**src/rtl/tpu_c_drain_if.sv**
```systemverilog
// Purpose: bundles the drain-stage control, C buffer port and response stream into one port.
// Latency: none (wiring only).
// Backpressure: rsp_valid/rsp_ready handshake. The master is the drain engine; the slave side
//   is the environment (TPU control, C buffer, CFU response consumer).
// Signals: start/tpu_busy/M/N (request), busy/done (status), C_wr_en/C_index/C_data_in/
//   C_data_out (C buffer port), rsp_valid/rsp_ready/rsp_data (32-bit result stream).
interface tpu_c_drain_if #(
    parameter int ADDR_BITS  = 16,
    parameter int DATA_BITS  = 32,
    parameter int DATAC_BITS = 128
);
    logic                  start;
    logic                  tpu_busy;
    logic [31:0]           M;
    logic [31:0]           N;
    logic                  busy;
    logic                  done;
    logic                  C_wr_en;
    logic [ADDR_BITS-1:0]  C_index;
    logic [DATAC_BITS-1:0] C_data_in;
    logic [DATAC_BITS-1:0] C_data_out;
    logic                  rsp_valid;
    logic                  rsp_ready;
    logic [DATA_BITS-1:0]  rsp_data;

    modport master (
        input  start, tpu_busy, M, N, C_data_out, rsp_ready,
        output busy, done, C_wr_en, C_index, C_data_in, rsp_valid, rsp_data
    );

    modport slave (
        output start, tpu_busy, M, N, C_data_out, rsp_ready,
        input  busy, done, C_wr_en, C_index, C_data_in, rsp_valid, rsp_data
    );
endinterface

```
**src/rtl/tpu_c_drain.sv**
```systemverilog
// Purpose: drains result buffer C (LANES x DATA_BITS per entry) into a DATA_BITS response stream, N words per row.
// Latency: start edge -> first rsp_valid after 2 more edges (3 with clear); per entry 2 + lanes cycles (+1 with clear).
// Backpressure: lane advances only on rsp_valid && rsp_ready; rsp_data held stable while stalled.
// Ports: clk, rst_n (async active-low); bus (tpu_c_drain_if.master): start/tpu_busy/M/N in,
//   busy/done out, C_wr_en/C_index/C_data_in out, C_data_out in, rsp_valid/rsp_data out, rsp_ready in.
// Optional: define TPU_DRAIN_CLEAR_EN to zero each C entry right after it is read (extra CLEAR cycle).
module tpu_c_drain #(
    parameter int ADDR_BITS  = 16,
    parameter int DATA_BITS  = 32,
    parameter int DATAC_BITS = 128
) (
    input logic           clk,
    input logic           rst_n,
    tpu_c_drain_if.master bus
);
    localparam int LANES     = DATAC_BITS / DATA_BITS;
    localparam int LANE_BITS = $clog2(LANES);

    typedef enum logic [2:0] {
        S_IDLE,
        S_FETCH,
        S_WAIT,
        S_CLEAR,
        S_EMIT
    } state_t;

    state_t                state_q;
    logic                  busy_q;
    logic                  done_q;
    logic [ADDR_BITS-1:0]  index_q;
    logic [DATAC_BITS-1:0] hold_q;
    logic [LANE_BITS-1:0]  lane_q;
    logic                  rsp_valid_q;
    logic [DATA_BITS-1:0]  rsp_data_q;
    logic [15:0]           m_q;
    logic [15:0]           tiles_q;
    logic [15:0]           row_q;
    logic [15:0]           tile_q;
    logic [LANE_BITS-1:0]  last_lane_q;   // lane index of the final lane in the last tile of a row

    // Geometry of the request presented with start; only the low 16 bits of M/N are meaningful.
    logic [15:0]          m_in;
    logic [15:0]          n_in;
    logic [16:0]          n_round;
    logic [15:0]          tiles_in;
    logic [LANE_BITS-1:0] last_lane_in;

    assign m_in         = bus.M[15:0];
    assign n_in         = bus.N[15:0];
    assign n_round      = {1'b0, n_in} + 17'(LANES - 1);      // 17 bits so N=0xFFFF does not wrap
    assign tiles_in     = 16'(n_round >> LANE_BITS);
    assign last_lane_in = LANE_BITS'(n_in - 16'd1);            // padded lanes dropped in last tile

    // Per-entry bookkeeping used in EMIT.
    logic                 last_tile;
    logic                 last_entry;
    logic [LANE_BITS-1:0] last_lane_now;
    logic [LANE_BITS-1:0] lane_nxt;
    logic [DATA_BITS-1:0] next_word;

    always_comb begin
        last_tile     = (tile_q == tiles_q - 16'd1);
        last_entry    = last_tile && (row_q == m_q - 16'd1);
        last_lane_now = last_tile ? last_lane_q : LANE_BITS'(LANES - 1);
        lane_nxt      = lane_q + 1'b1;
        next_word     = hold_q[lane_nxt*DATA_BITS +: DATA_BITS];
    end

`ifdef TPU_DRAIN_CLEAR_EN
    logic wr_en_q;
    assign bus.C_wr_en = wr_en_q;
`else
    assign bus.C_wr_en = 1'b0;
`endif
    assign bus.C_data_in = '0;
    assign bus.busy      = busy_q;
    assign bus.done      = done_q;
    assign bus.C_index   = index_q;
    assign bus.rsp_valid = rsp_valid_q;
    assign bus.rsp_data  = rsp_data_q;

    always_ff @(posedge clk or negedge rst_n) begin
        if (!rst_n) begin
            state_q     <= S_IDLE;
            busy_q      <= 1'b0;
            done_q      <= 1'b0;
            index_q     <= '0;
            hold_q      <= '0;
            lane_q      <= '0;
            rsp_valid_q <= 1'b0;
            rsp_data_q  <= '0;
            m_q         <= '0;
            tiles_q     <= '0;
            row_q       <= '0;
            tile_q      <= '0;
            last_lane_q <= '0;
`ifdef TPU_DRAIN_CLEAR_EN
            wr_en_q     <= 1'b0;
`endif
        end else begin
            done_q <= 1'b0;
            case (state_q)
                S_IDLE: begin
                    if (bus.start && !bus.tpu_busy) begin
                        if (m_in == 16'd0 || n_in == 16'd0) begin
                            // Empty result: acknowledge without touching C.
                            done_q <= 1'b1;
                        end else begin
                            m_q         <= m_in;
                            tiles_q     <= tiles_in;
                            last_lane_q <= last_lane_in;
                            row_q       <= '0;
                            tile_q      <= '0;
                            index_q     <= '0;
                            busy_q      <= 1'b1;
                            state_q     <= S_FETCH;
                        end
                    end
                end

                S_FETCH: begin
                    // C_index is already driven; read data lands during WAIT.
                    state_q <= S_WAIT;
                end

                S_WAIT: begin
                    hold_q <= bus.C_data_out;
                    lane_q <= '0;
`ifdef TPU_DRAIN_CLEAR_EN
                    wr_en_q <= 1'b1;
                    state_q <= S_CLEAR;
`else
                    rsp_data_q  <= bus.C_data_out[DATA_BITS-1:0];
                    rsp_valid_q <= 1'b1;
                    state_q     <= S_EMIT;
`endif
                end

                S_CLEAR: begin
`ifdef TPU_DRAIN_CLEAR_EN
                    wr_en_q <= 1'b0;
`endif
                    rsp_data_q  <= hold_q[DATA_BITS-1:0];
                    rsp_valid_q <= 1'b1;
                    state_q     <= S_EMIT;
                end

                S_EMIT: begin
                    if (bus.rsp_ready) begin
                        if (lane_q == last_lane_now) begin
                            rsp_valid_q <= 1'b0;
                            if (last_entry) begin
                                busy_q  <= 1'b0;
                                done_q  <= 1'b1;
                                state_q <= S_IDLE;
                            end else begin
                                // Entries are laid out row-major, so the address just counts up.
                                index_q <= index_q + 1'b1;
                                if (last_tile) begin
                                    tile_q <= '0;
                                    row_q  <= row_q + 16'd1;
                                end else begin
                                    tile_q <= tile_q + 16'd1;
                                end
                                state_q <= S_FETCH;
                            end
                        end else begin
                            lane_q     <= lane_nxt;
                            rsp_data_q <= next_word;
                        end
                    end
                end

                default: begin
                    state_q <= S_IDLE;
                end
            endcase
        end
    end
endmodule

```
**src/flat_wrapper.sv**
```systemverilog
// flat-port wrapper written by rule: the top's interface ports become plain ports
module tpu_c_drain_flat 
#(
    parameter int ADDR_BITS  = 16,
    parameter int DATA_BITS  = 32,
    parameter int DATAC_BITS = 128
)
  (clk, rst_n, bus_start, bus_tpu_busy, bus_M, bus_N, bus_C_data_out, bus_rsp_ready, bus_busy, bus_done, bus_C_wr_en, bus_C_index, bus_C_data_in, bus_rsp_valid, bus_rsp_data);
  tpu_c_drain_if #(.ADDR_BITS(ADDR_BITS), .DATA_BITS(DATA_BITS), .DATAC_BITS(DATAC_BITS)) bus_i ();
  input logic clk;
  input logic rst_n;
  input wire logic [$bits(bus_i.start)-1:0] bus_start;
  input wire logic [$bits(bus_i.tpu_busy)-1:0] bus_tpu_busy;
  input wire logic [$bits(bus_i.M)-1:0] bus_M;
  input wire logic [$bits(bus_i.N)-1:0] bus_N;
  input wire logic [$bits(bus_i.C_data_out)-1:0] bus_C_data_out;
  input wire logic [$bits(bus_i.rsp_ready)-1:0] bus_rsp_ready;
  output wire logic [$bits(bus_i.busy)-1:0] bus_busy;
  output wire logic [$bits(bus_i.done)-1:0] bus_done;
  output wire logic [$bits(bus_i.C_wr_en)-1:0] bus_C_wr_en;
  output wire logic [$bits(bus_i.C_index)-1:0] bus_C_index;
  output wire logic [$bits(bus_i.C_data_in)-1:0] bus_C_data_in;
  output wire logic [$bits(bus_i.rsp_valid)-1:0] bus_rsp_valid;
  output wire logic [$bits(bus_i.rsp_data)-1:0] bus_rsp_data;
  assign bus_i.start = bus_start;
  assign bus_i.tpu_busy = bus_tpu_busy;
  assign bus_i.M = bus_M;
  assign bus_i.N = bus_N;
  assign bus_i.C_data_out = bus_C_data_out;
  assign bus_i.rsp_ready = bus_rsp_ready;
  assign bus_busy = bus_i.busy;
  assign bus_done = bus_i.done;
  assign bus_C_wr_en = bus_i.C_wr_en;
  assign bus_C_index = bus_i.C_index;
  assign bus_C_data_in = bus_i.C_data_in;
  assign bus_rsp_valid = bus_i.rsp_valid;
  assign bus_rsp_data = bus_i.rsp_data;
  tpu_c_drain #(.ADDR_BITS(ADDR_BITS), .DATA_BITS(DATA_BITS), .DATAC_BITS(DATAC_BITS)) u_core (.clk(clk), .rst_n(rst_n), .bus(bus_i));
endmodule
```
**config.mk**
```make
export PLATFORM = sky130hd
export DESIGN_NAME = tpu_c_drain_flat
export DESIGN_NICKNAME = d
export VERILOG_FILES = /design/src/rtl/tpu_c_drain_if.sv /design/src/rtl/tpu_c_drain.sv /design/src/flat_wrapper.sv
export SDC_FILE = /design/constraint.sdc
export NUM_CORES = 1
export LEC_CHECK = 0
export BUFFER_PORTS_ARGS = -buffer_cell sky130_fd_sc_hd__buf_2
export CORE_ASPECT_RATIO = 0.75
export CORE_MARGIN = 5
export CORE_UTILIZATION = 54
export CTS_CLUSTER_DIAMETER = 150
export CTS_CLUSTER_SIZE = 10
export DETAILED_ROUTE_END_ITERATION = 7
export GPL_TIMING_DRIVEN = 0
export HOLD_SLACK_MARGIN = 0.15
export PLACE_DENSITY = 0.84
export SLEW_MARGIN = 20
export SYNTH_ARGS = -nofsm -noshare
export SYNTH_HDL_FRONTEND = slang
export SYNTH_SLANG_ARGS = --single-unit
```
**constraint.sdc**
```tcl
create_clock -name clk -period 4.2 [get_ports clk]
set_input_delay 0.84 -clock clk [delete_from_list [all_inputs] [get_ports clk]]
set_output_delay 0.84 -clock clk [all_outputs]
set_load 0.05 [all_outputs]
```
Word level (Yosys, flattened, before mapping)
Index checks and enable logic that the tools add are counted.

Input port bits: 197. Flip-flop bits (word level): 249. Output and inout bits: 180. Logic and storage cells: 102.

Bitwise gates (word level): 1. Equality and inequality tests: 15. Reductions and logical operators: 20. Shift-type cells: 1. Add/subtract/negate cells: 8. Multiplexer cells: 44.

Operators with widths (count): 2-to-1 mux 16 bit (13); variable part select 128 x 8 -> 32 bit (1); one-hot mux 16 bit (2 select lines) (3); one-hot mux 32 bit (3 select lines) (1); 2-to-1 mux 32 bit (2); adder 16 x 1 -> 16 bit, second input constant (3); equality test 16 bit (2); zero test 16 bit (2); adder 16 x 2 -> 17 bit, second input constant (1); subtractor 15 x 1 -> 16 bit, second input constant (1); subtractor 16 x 1 -> 16 bit, second input constant (1); 2-to-1 mux 1 bit (13); 2-to-1 mux 3 bit (4); one-hot mux 3 bit (4 select lines) (1); AND reduction 3 bit (4); AND reduction 6 bit (2); inequality test 2 x 1 -> 1 bit, second input constant (4); inequality test 2 bit, second input constant (4); AND reduction 7 bit (1); equality test 3 x 2 -> 1 bit, second input constant (2); 2-to-1 mux 2 bit (3); one-hot mux 1 bit (2 select lines) (3); nonzero test 2 bit (3); one-hot mux 2 bit (2 select lines) (1); 13 further kinds (14).

Longest topological paths before layout
Depth in word-level cells: 7. Mapped depth: 14. Mapped depth without buffers: 12.

Worst setup path after synthesis
Ideal clock, no wire load.

Path kind: reg-to-reg. Start: register u_core.m_q[0]. End: register u_core.index_q[3], in the netlist u_core.bus.C_index[3]. Period minus slack after synthesis: 3.411 ns. Required time: 4.081 ns. Arrival time: 3.293 ns. Setup time: 0.119 ns. Stages on the path, launching flop included: 15. Buffers on the path: 3. Path slack: 0.789 ns. Path through: dfrtp_1 > clkbuf_1 > inv_1 > ha_1 > nor4b_1 > and2_1 > xnor2_1 > o311ai_0 > nand4_1 > nor3_1 > or3_1 > buf_2 > clkbuf_1 > nor3_1 > o21a_1.

Cells in the longest elaborated chain, start to end: 5.

RTL lines: start, declared (RTL line tpu_c_drain.sv:35) `logic [15:0] m_q;`; start signal, assigned (RTL line tpu_c_drain.sv:109) `m_q <= m_in;`; subtractor 16 x 1 -> 16 bit (RTL line tpu_c_drain.sv:63) `last_entry = last_tile && (row_q == m_q - 16'd1);`; equality test 16 bit (RTL line tpu_c_drain.sv:63); logical AND 1 bit (RTL line tpu_c_drain.sv:63); inequality test 2 bit (no source line); AND reduction 6 bit (no source line); end signal, assigned (RTL line tpu_c_drain.sv:158) `index_q <= index_q + 1'b1;`; end, declared (RTL line tpu_c_drain.sv:30) `logic [ADDR_BITS-1:0] index_q;`.

No other way between the ends. A chain may end at the register's enable or synchronous reset.

Worst setup path in the final report
Start: register u_core.tiles_q[0]. End: register u_core.rsp_data_q[25], in the netlist u_core.bus.rsp_data[25].

Cells in the longest elaborated chain, start to end: 6.

RTL lines: start, declared (RTL line tpu_c_drain.sv:36) `logic [15:0] tiles_q;`; start signal, assigned (RTL line tpu_c_drain.sv:110) `tiles_q <= tiles_in;`; subtractor 15 x 1 -> 16 bit (RTL line tpu_c_drain.sv:62) `last_tile = (tile_q == tiles_q - 16'd1);`; equality test 16 bit (RTL line tpu_c_drain.sv:62); 2-to-1 mux 2 bit (RTL line tpu_c_drain.sv:64) `last_lane_now = last_tile ? last_lane_q : LANE_BITS'(LANES - 1);`; equality test 2 bit (RTL line tpu_c_drain.sv:150) `if (lane_q == last_lane_now) begin`; inequality test 2 bit (no source line); AND reduction 3 bit (no source line); end signal, assigned (RTL line tpu_c_drain.sv:133) `rsp_data_q <= bus.C_data_out[DATA_BITS-1:0];`; end signal, assigned (RTL line tpu_c_drain.sv:143) `rsp_data_q <= hold_q[DATA_BITS-1:0];`; end signal, assigned (RTL line tpu_c_drain.sv:169) `rsp_data_q <= next_word;`; end, declared (RTL line tpu_c_drain.sv:34) `logic [DATA_BITS-1:0] rsp_data_q;`.

No other way between the ends.

==> impl_metrics.sql <==
INSERT INTO impl_metrics (metric_group, metric, value, unit) VALUES
('outcome', 'status', 'completed', ''),
('pwr', 'cellPowerDensity', '699', 'mW/mm^2'),
('synth', 'postSynth.topFlopCell', 'sky130_fd_sc_hd__dfrtp_1', ''),
('cts', 'tritoncts.num_buffers', '28', ''),
('routing', 'post-route-drc-count', '0', ''),
('grt', 'grt-ovfl-total', '0', ''),
('placed_design', 'place.detailed.hpwl', '28600', 'um'),
('synth', 'ff_latch_count_synth', '249', ''),
('placed_design', 'io_buffers', '215', ''),
('timing', 'setup-violations-final', '0', ''),
('synth', 'synth_top_family_by_area', 'multiplexers', ''),
('synth', 'synth_compound_area_share', '8.15', '%'),
('floorplanning', 'top_level_ports', '377', ''),
('setup_path', 'critPathMaxStageDelay', '0.49', 'ns'),
('routing', 'drt_wl_total', '37300', 'um'),
('routing', 'met1Wirelength', '15800', 'um'),
('routing', 'routed-via-count', '11279', ''),
('setup_path', 'setup.worst_path.class', 'flop to flop', ''),
('setup_path', 'worstRegToRegCells', '12', ''),
('pwr', 'power.internal', '6.95', 'mW'),
('timing', 'timing.final.crit_share', '94.3', '%'),
('setup_path', 'worst_path_max_delay_cell', 'sky130_fd_sc_hd__buf_1', ''),
('setup_path', 'critPathCaptureType', 'flop', ''),
('setup_path', 'critical_path.top_delay_family', 'simple AND/OR/NAND/NOR gates', ''),
('cts', 'clk_pin_slew_worst_paths', '0.06', 'ns'),
('synth', 'synthDominantAreaCellType', 'sky130_fd_sc_hd__dfrtp_1', ''),
('synth', 'synth_fa_ha_area_share', '0.537', '%'),
('routing', 'wl_met2', '17900', 'um'),
('grt', 'grt_pass1_vias', '11267', ''),
('cts', 'cts_max_path_buffers', '3', ''),
('layout', 'design.final.nets', '1884', ''),
('timing', 'worst_pin_slew', '0.944', 'ns'),
('routing', 'top_routing_layer_in_use', 'met5', ''),
('timing', 'maxSlewHeadroom', '37.1', '%'),
('synth', 'synth_edf_count', '0', ''),
('setup_path', 'critPathBufInv', '2', ''),
('pwr', 'total_leakage_power', '7.89', 'nW'),
('floorplanning', 'die-height', '149', 'um'),
('setup_path', 'launch_instance_of_the_worst_register_to_register_path', 'u_core.tiles_q[0]', ''),
('setup_path', 'worstSetupStartpointType', 'flop', ''),
('placed_design', 'preCtsSetupSlack', '-0.340', 'ns'),
('synth', 'post_synth_main_area_contributors', 'sky130_fd_sc_hd__dfrtp_1 45%, sky130_fd_sc_hd__mux2_2 13%, sky130_fd_sc_hd__buf_4 6.9%', ''),
('synth', 'syn-instance-count', '1305', ''),
('routing', 'route.antenna.remaining_nets', '0', ''),
('synth', 'async_reset_ff_share', '100', '%'),
('synth', 'register_area_share_after_synthesis', '44.6', '%'),
('pwr', 'comb_power_share', '47.0', '%'),
('synth', 'synthDistinctLibCells', '70', ''),
('synth', 'yosys.area.top_type_share', '44.6', '%'),
('routing', 'routed_via_density', '5.56', ''),
('timing', 'finalHoldViolations', '0', ''),
('floorplanning', 'fp.dieArea', '0.0292', 'mm^2'),
('setup_path', 'critPathMaxFanout', '10', ''),
('synth', 'synthesis.area_per_instance', '10.7', 'um^2'),
('layout', 'filler_cell_count', '1974', ''),
('setup_path', 'reg_to_reg_slack_setup', '0.24', 'ns'),
('setup_path', 'worstPathArrival', '4.37', 'ns'),
('pwr', 'switching_share', '40.9', '%'),
('pwr', 'p_switching', '4.81', 'mW'),
('synth', 'synth_xor_xnor_area_share', '4.30', '%'),
('timing', 'maximum_achievable_frequency', '253', 'MHz'),
('floorplanning', 'core_region_area', '0.0257', 'mm^2'),
('cts', 'tritoncts', 'yes', ''),
('timing', 'rsz0062_at_grt', 'false', ''),
('cts', 'postCtsHoldBufs', '0', ''),
('synth', 'yosys-mux-area-fraction', '18.6', '%'),
('timing', 'slew_viol_final', '0', ''),
('cts', 'htreeDepth', '1', ''),
('setup_path', 'required', '4.61', 'ns'),
('grt', 'grt_usage', '24.9', '%'),
('floorplanning', 'initial_core_util', '54.3', '%');
cell usage after synthesis, types with 24 or more instances:
master	count
sky130_fd_sc_hd__clkbuf_1	45
sky130_fd_sc_hd__a21oi_1	31
sky130_fd_sc_hd__xnor2_1	42
sky130_fd_sc_hd__dfrtp_1	249
sky130_fd_sc_hd__inv_1	26
sky130_fd_sc_hd__buf_4	129
sky130_fd_sc_hd__o21ai_0	37
sky130_fd_sc_hd__xor2_1	24
sky130_fd_sc_hd__a22oi_1	33
sky130_fd_sc_hd__nand2_1	167
sky130_fd_sc_hd__nor2_1	56
sky130_fd_sc_hd__mux4_2	32
sky130_fd_sc_hd__mux2_2	161
sky130_fd_sc_hd__nand4_1	24
sequential cells by signal (all words and copies together) (netlist names), 2 cells and up:
signal,count
u_core.m_q,16
u_core.hold_q,128
u_core.bus.C_index,16
u_core.tiles_q,15
u_core.row_q,16
u_core.state_q,3
u_core.lane_q,2
u_core.tile_q,16
u_core.bus.rsp_data,32
u_core.last_lane_q,2
cells in the final DEF (no fill, tap or decap), drive strengths merged, types with 3 or more instances in the layout:
cell type and instances:
and4 3, nor3 18, inv 26, nand4 24, o21a 6, nor4b 4, nand3 20, nor4 24
or4 18, nor2b 5, diode 5, o31ai 12, ha 6, nand4b 4, mux2 161, xor2 24
o41ai 7, nand2 167, conb 129, a31oi 4, or2 4, clkbuf 77, nand3b 4, a31o 5
o211ai 7, a21oi 31, or3 10, and2 9, dfrtp 249, buf 365, xnor2 42, o21ai 38
mux2i 7, a22oi 33, nor3b 3, nand2b 8, and3 8, mux4 32, nor2 56
power groups by stage:
| stage | combinational [mW] | sequential, mW | clock, mW |
|---|---|---|---|
| floorplan | 3.72 | 4.46 | 0 |
| global placement | 5.27 | 4.08 | 0 |
| detailed placement | 5.46 | 4.13 | 0 |
| CTS | 5.50 | 4.11 | 2.14 |
| global route | 6.01 | 4.25 | 2.23 |
| finish | 5.52 | 4.14 | 2.10 |
per-layer routing:
layer	vias to the layer above	track usage [%]
met5	-	0
met4	8	6.42
met1	5590	34.8
li1	5173	-
met3	74	4.99
met2	434	40.2
worst max path at each step:
stage,slack [ns],startpoint,to
2_1_floorplan,0.79,u_core.m_q[0],u_core.bus.C_index[3]
3_3_place_gp,-2.16,rst_n,u_core.hold_q[42]
3_5_place_dp,-0.34,u_core.m_q[0],u_core.bus.C_index[3]
4_1_cts,0.06,u_core.m_q[0],u_core.bus.C_index[12]
5_1_grt,0.02,u_core.tiles_q[0],u_core.bus.rsp_data[23]
6_report,0.24,u_core.tiles_q[0],u_core.bus.rsp_data[25]
cell families after synthesis:
logic type | after synthesis
mux | 200
xor+xnor | 67
fa+ha+maj | 6
other cells | 1
flops | 249
compound gates | 167
buf+inv | 220
simple gates | 395
metrics by stage:
stage               utilization, %  total power, mW  hold WS, ns  instances
floorplan                        -             8.18        0.467       1433
CTS                           65.3             11.7        0.211       2025
global placement              62.0             9.35        0.485       1992
global route                  65.4             12.5        0.230       2030
finish                        65.4             11.8        0.210       2030
detailed placement            62.4             9.60        0.491       1995
cell type report:
class / instances / area (um^2) / share of cell area, %
clock buffer: 30 / 729 / 4.33
antenna: 5 / 12.5 / 0.0743
timing repair buffer: 218 / 1170 / 6.94
sequential: 249 / 6230 / 37.0
tap: 344 / 430 / 2.56
multi-input combinational: 964 / 6930 / 41.2
buffer: 194 / 1230 / 7.32
inverter: 26 / 97.6 / 0.580
worst register-to-register path, cell delays in order (launching register included):
cell	delay (ns)
sky130_fd_sc_hd__dfrtp_1	0.45
sky130_fd_sc_hd__inv_1	0.11
sky130_fd_sc_hd__ha_1	0.22
sky130_fd_sc_hd__nor3b_4	0.44
sky130_fd_sc_hd__mux2i_1	0.14
sky130_fd_sc_hd__or3b_1	0.40
sky130_fd_sc_hd__a31oi_1	0.17
sky130_fd_sc_hd__and4_1	0.30
sky130_fd_sc_hd__o21ai_0	0.13
sky130_fd_sc_hd__nand2_1	0.23
sky130_fd_sc_hd__o21a_1	0.35
sky130_fd_sc_hd__buf_1	0.49
sky130_fd_sc_hd__mux2_2	0.41
repair_timing:
item                       CTS  global route
setup endpoints to repair   15            73
hold endpoints to repair     0             0
buffers inserted             0             0
resized for setup            2            12
Note: power is estimated with default switching activity, not from simulation.
